[config.mk]
export PLATFORM = sky130hd
export DESIGN_NAME = lfsr_next_calc
export DESIGN_NICKNAME = d
export VERILOG_FILES = /design/src/rtl/lfsr_next_calc.sv
export SDC_FILE = /design/constraint.sdc
export NUM_CORES = 1
export LEC_CHECK = 0
export CAP_MARGIN = 20
export CORE_AREA = 4 4 41 43
export DETAILED_ROUTE_END_ITERATION = 16
export DIE_AREA = 0 0 45 47
export PLACE_DENSITY = 0.51
export SLEW_MARGIN = 30
export SYNTH_ARGS = -nofsm -noshare
export SYNTH_HDL_FRONTEND = slang
export SYNTH_SLANG_ARGS = --single-unit
[constraint.sdc]
create_clock -name vclk -period 2.1
set_clock_uncertainty 0.1 [all_clocks]
set_input_delay 0.21 -clock vclk [all_inputs]
set_output_delay 0.21 -clock vclk [all_outputs]
set_load 0.005 [all_outputs]
[src/rtl/lfsr_next_calc.sv]
// -----------------------------------------------------------------------------
// lfsr_next_calc
// Combinational next-state function of the LFSR sequence.
//   cur  [WIDTH-1:0] : current word
//   taps [WIDTH-1:0] : bit n-1 gates feedback into bit n (MSB tap unused)
//   nxt  [WIDTH-1:0] : next word
// Feedback is MSB xor NOR(remaining bits), so the all-zero word is part of
// the sequence rather than a lock-up state.
// -----------------------------------------------------------------------------
module lfsr_next_calc #(
  parameter int WIDTH = 8
) (
  input  logic [WIDTH-1:0] cur,
  input  logic [WIDTH-1:0] taps,
  output logic [WIDTH-1:0] nxt
);

  logic fdbk;
  logic unused_tap_msb;

  assign fdbk           = cur[WIDTH-1] ^ ~|cur[WIDTH-2:0];
  assign unused_tap_msb = taps[WIDTH-1];

  assign nxt[0]         = fdbk;
  assign nxt[WIDTH-1:1] = cur[WIDTH-2:0] ^ (taps[WIDTH-2:0] & {(WIDTH-1){fdbk}});

endmodule

* Word level (Yosys, flattened, before mapping)
Index checks and enable logic that the tools add are counted.
** Cells by class
- Bitwise logic cells :: 3
- Reductions and logical operators :: 2
** Operators by type and width (number)
- 7-bit bitwise AND :: 1
- 7-bit OR reduction :: 1
- 7-bit XOR :: 1
- 1-bit logical NOT :: 1
- 1-bit XOR :: 1
** Word-level totals
- Flip-flop bits (word level) :: 0
- Input bits :: 16
- Output and inout bits :: 8
- Logic and storage cells :: 5

* Longest topological paths before layout
- Depth after elaboration :: 5
- Mapped depth :: 5
- Gate-level depth less buffers :: 4

* Worst setup path after synthesis
Ideal clock, no wire load.
- Kind :: input to output
- Start :: in cur[5]
- End :: out nxt[2]
- Arrival :: 1172 ps
- Setup slack :: 618 ps
- Stages :: 4
- Buffers on the path :: 0
- Cells stage by stage :: or4_4 nor3_1 o21ai_1 a22oi_1
** On the way
- Word-level cells in the longest chain between the ends :: 5
** Ends and longest elaborated chain
- from (decl) :: RTL line 13 : input logic [WIDTH-1:0] cur,
- 7-bit OR reduction :: RTL line 21 : assign fdbk = cur[WIDTH-1] ^ ~|cur[WIDTH-2:0];
- 1-bit logical NOT :: RTL line 21
- 1-bit XOR :: RTL line 21
- 7-bit bitwise AND :: RTL line 25 : assign nxt[WIDTH-1:1] = cur[WIDTH-2:0] ^ (taps[WIDTH-2:0] & {(WIDTH-1){fdbk}});
- 7-bit XOR :: RTL line 25
- to (decl) :: RTL line 15 : output logic [WIDTH-1:0] nxt
Every way passes these cells.

* Worst setup path after layout
- Start :: in cur[5]
- End :: out nxt[6]
** On the way
- Word-level cells in the longest chain between the ends :: 5
** Ends and longest elaborated chain (RTL line)
- 7-bit OR reduction :: 21
- 1-bit logical NOT :: 21
- 1-bit XOR :: 21
- 7-bit bitwise AND :: 25
- 7-bit XOR (*) :: 25
Mark *: on every way between the ends. The rest lies on a longest branch, timed or not.

==> metrics.cfg <==
[run_status]
status=finished, final reports clean

[finish]
num_antenna_cells=0
seq_cells=0
finish.utilization_pct=41.9
clkbuf_count=0
stdcell_count=88
fin_nets=91
drive_above_1_share_pct=34.2
ff_latch_area_um2=0
synthToLayoutAreaGrowth_pct=131

[run]
cap_violations=0

[sta]
finalWorstPathRequiredPeriod_ns=2.03
rsz0062_at_grt=false
finalSetupTns_ns=0
hold_violations=0
setup_ws_ns=0.0662
fmax_mhz=492
relSlewSlack_pct=73.7
maxSlewViolCount=0
hold_slack_ns=0.704
post-route-period-util_pct=96.8
worst_pin_slew_ns=0.392
finalSetupViolCount=0

[floorplanning]
start_util_pct=18.2
die_x_um=45
dieArea_um2=2120
fp-row-count=13
io-pin-count=24
dieHeight_um=47
core_um2=1300

[critical_path]
path_buf_inv=3
cp_top_family=buffers and inverters
path_class=input pin to output port
critPathMaxStageDelay_ns=0.49
cp_common_cell=dlygate4sd2_1
critPathMaxFanout=4
start_kind=input pin
crit_path_end_kind=output port
cpMaxStageDelayCell=or4_4
required_ns=1.79
crit_chain=dlygate4sd2_1 -> or4_4 -> buf_4 -> nor2_4 -> o21ai_2 -> xnor2_1 -> dlygate4sd2_1
cp_data_arrival_time_ns=1.72

[yosys]
synth_seq_area_share_pct=0
ys_top_cells_by_count=nand2_1 (10), o21ai_0 (5), a22oi_1 (4)
synth.most_common_cell=nand2_1
synth.top_cell.area_share_pct=15.9
syn_area_um2=236
synth.distinct_cells=15
ys_warn_count=0
syn_inst=40
synth.net_count=56
synthTopCellsByArea=nand2_1 (16%), a22oi_1 (13%), o21ai_0 (11%), or4_4 (9.5%), xnor2_1 (7.4%)
syn_area_per_cell_um2=5.91
post-synth-top-area-cell=nand2_1

[route]
drtPass1Iterations=4
route.vias.total=394
ant_nets=0
routedWlPerCell_um=9.81
routed_wl_um=863
route.detailed.drc=0
drt_iter0_markers=7
via_per_inst=4.48

[pwr]
ir_drop_mv=0.0671
powerDensity_nw_per_um2=170
p_leak_nw=0.260

[grt]
grt_overflow=0
met3_usage_pct=1.15
grt_util_met1_pct=10.6
grt_first_pass_wirelength_um=1360
grt_max_degree=11
grtUsageMet2_pct=14.7
gr-max-usage-layer=met2
first_global_vias=359
antenna_found_initial=0
track_usage_pct=8.03

[clock_network]
ctsHoldBuffers=0

[placement]
dp_slack_ns=-0.413
port_buffers=23
dp_hpwl_um=710
place_inst=85
place.gp.congestion=0.804

[worst_hold_path]
holdCritPathClass=input pin to output port

cell families (layout without fill, tap and decap cells):
family,count (synthesis),after routing,synth area share [%]
XOR/XNOR,2,2,7.41
AND/OR/NAND/NOR,19,19,44.4
buffers and inverters,4,37,9.52
AO/OA/AOI/OAI,15,15,38.6
per-stage QoR:
step	area [um^2]	power [W]
6_report	546	0.0000926
5_1_grt	546	0.000102
4_1_cts	554	0.0000954
3_3_place_gp	538	0.000104
2_1_floorplan	236	0.0000313
3_5_place_dp	538	0.000104
worst paths after layout:
kind | from | to | slack, ns | cells past startpoint
setup / recovery | cur[5] | nxt[6] | 0.07 | 7
hold / removal | cur[6] | nxt[7] | 0.70 | 4
metal layers:
layer,vias to the layer above,routed length (um)
met3,0,103
li1,214,-
met2,17,370
met5,-,0
met1,163,389
met4,0,0
placed cells by master (no fill, tap or decap):
master	count
nor3_1	2
nor2_4	1
nand2_1	10
a31o_2	1
dlymetal6s2s_1	1
or4_4	2
buf_2	2
o21ai_1	2
nand2b_1	2
o21ai_2	2
o21ai_0	3
nor3_2	1
inv_1	2
a22oi_1	4
a21boi_0	1
a21oi_1	2
clkbuf_2	3
buf_4	12
clkdlybuf4s50_1	8
dlygate4sd2_1	9
xnor2_1	2
nor4_2	1
area by class of cell:
type / count / area [um^2]
fillers: 163 / 756
inverters: 2 / 7.51
multi-input cells: 36 / 233
well taps: 15 / 18.8
repair buffers: 35 / 287
power by group:
part | total (W) | switching, W | internal, W | leakage (nW)
Clock | 0 | 0 | 0 | 0
Combinational | 0.0000926 | 0.0000360 | 0.0000566 | 0.260
Sequential | 0 | 0 | 0 | 0
repair_timing:
action | CTS | global route
setup buffers | 3 | 0
pin swaps | 4 | 3
endpoints found under the setup margin | 8 | 4
resized for setup | 26 | 7
(Power assumes the default switching activity.)
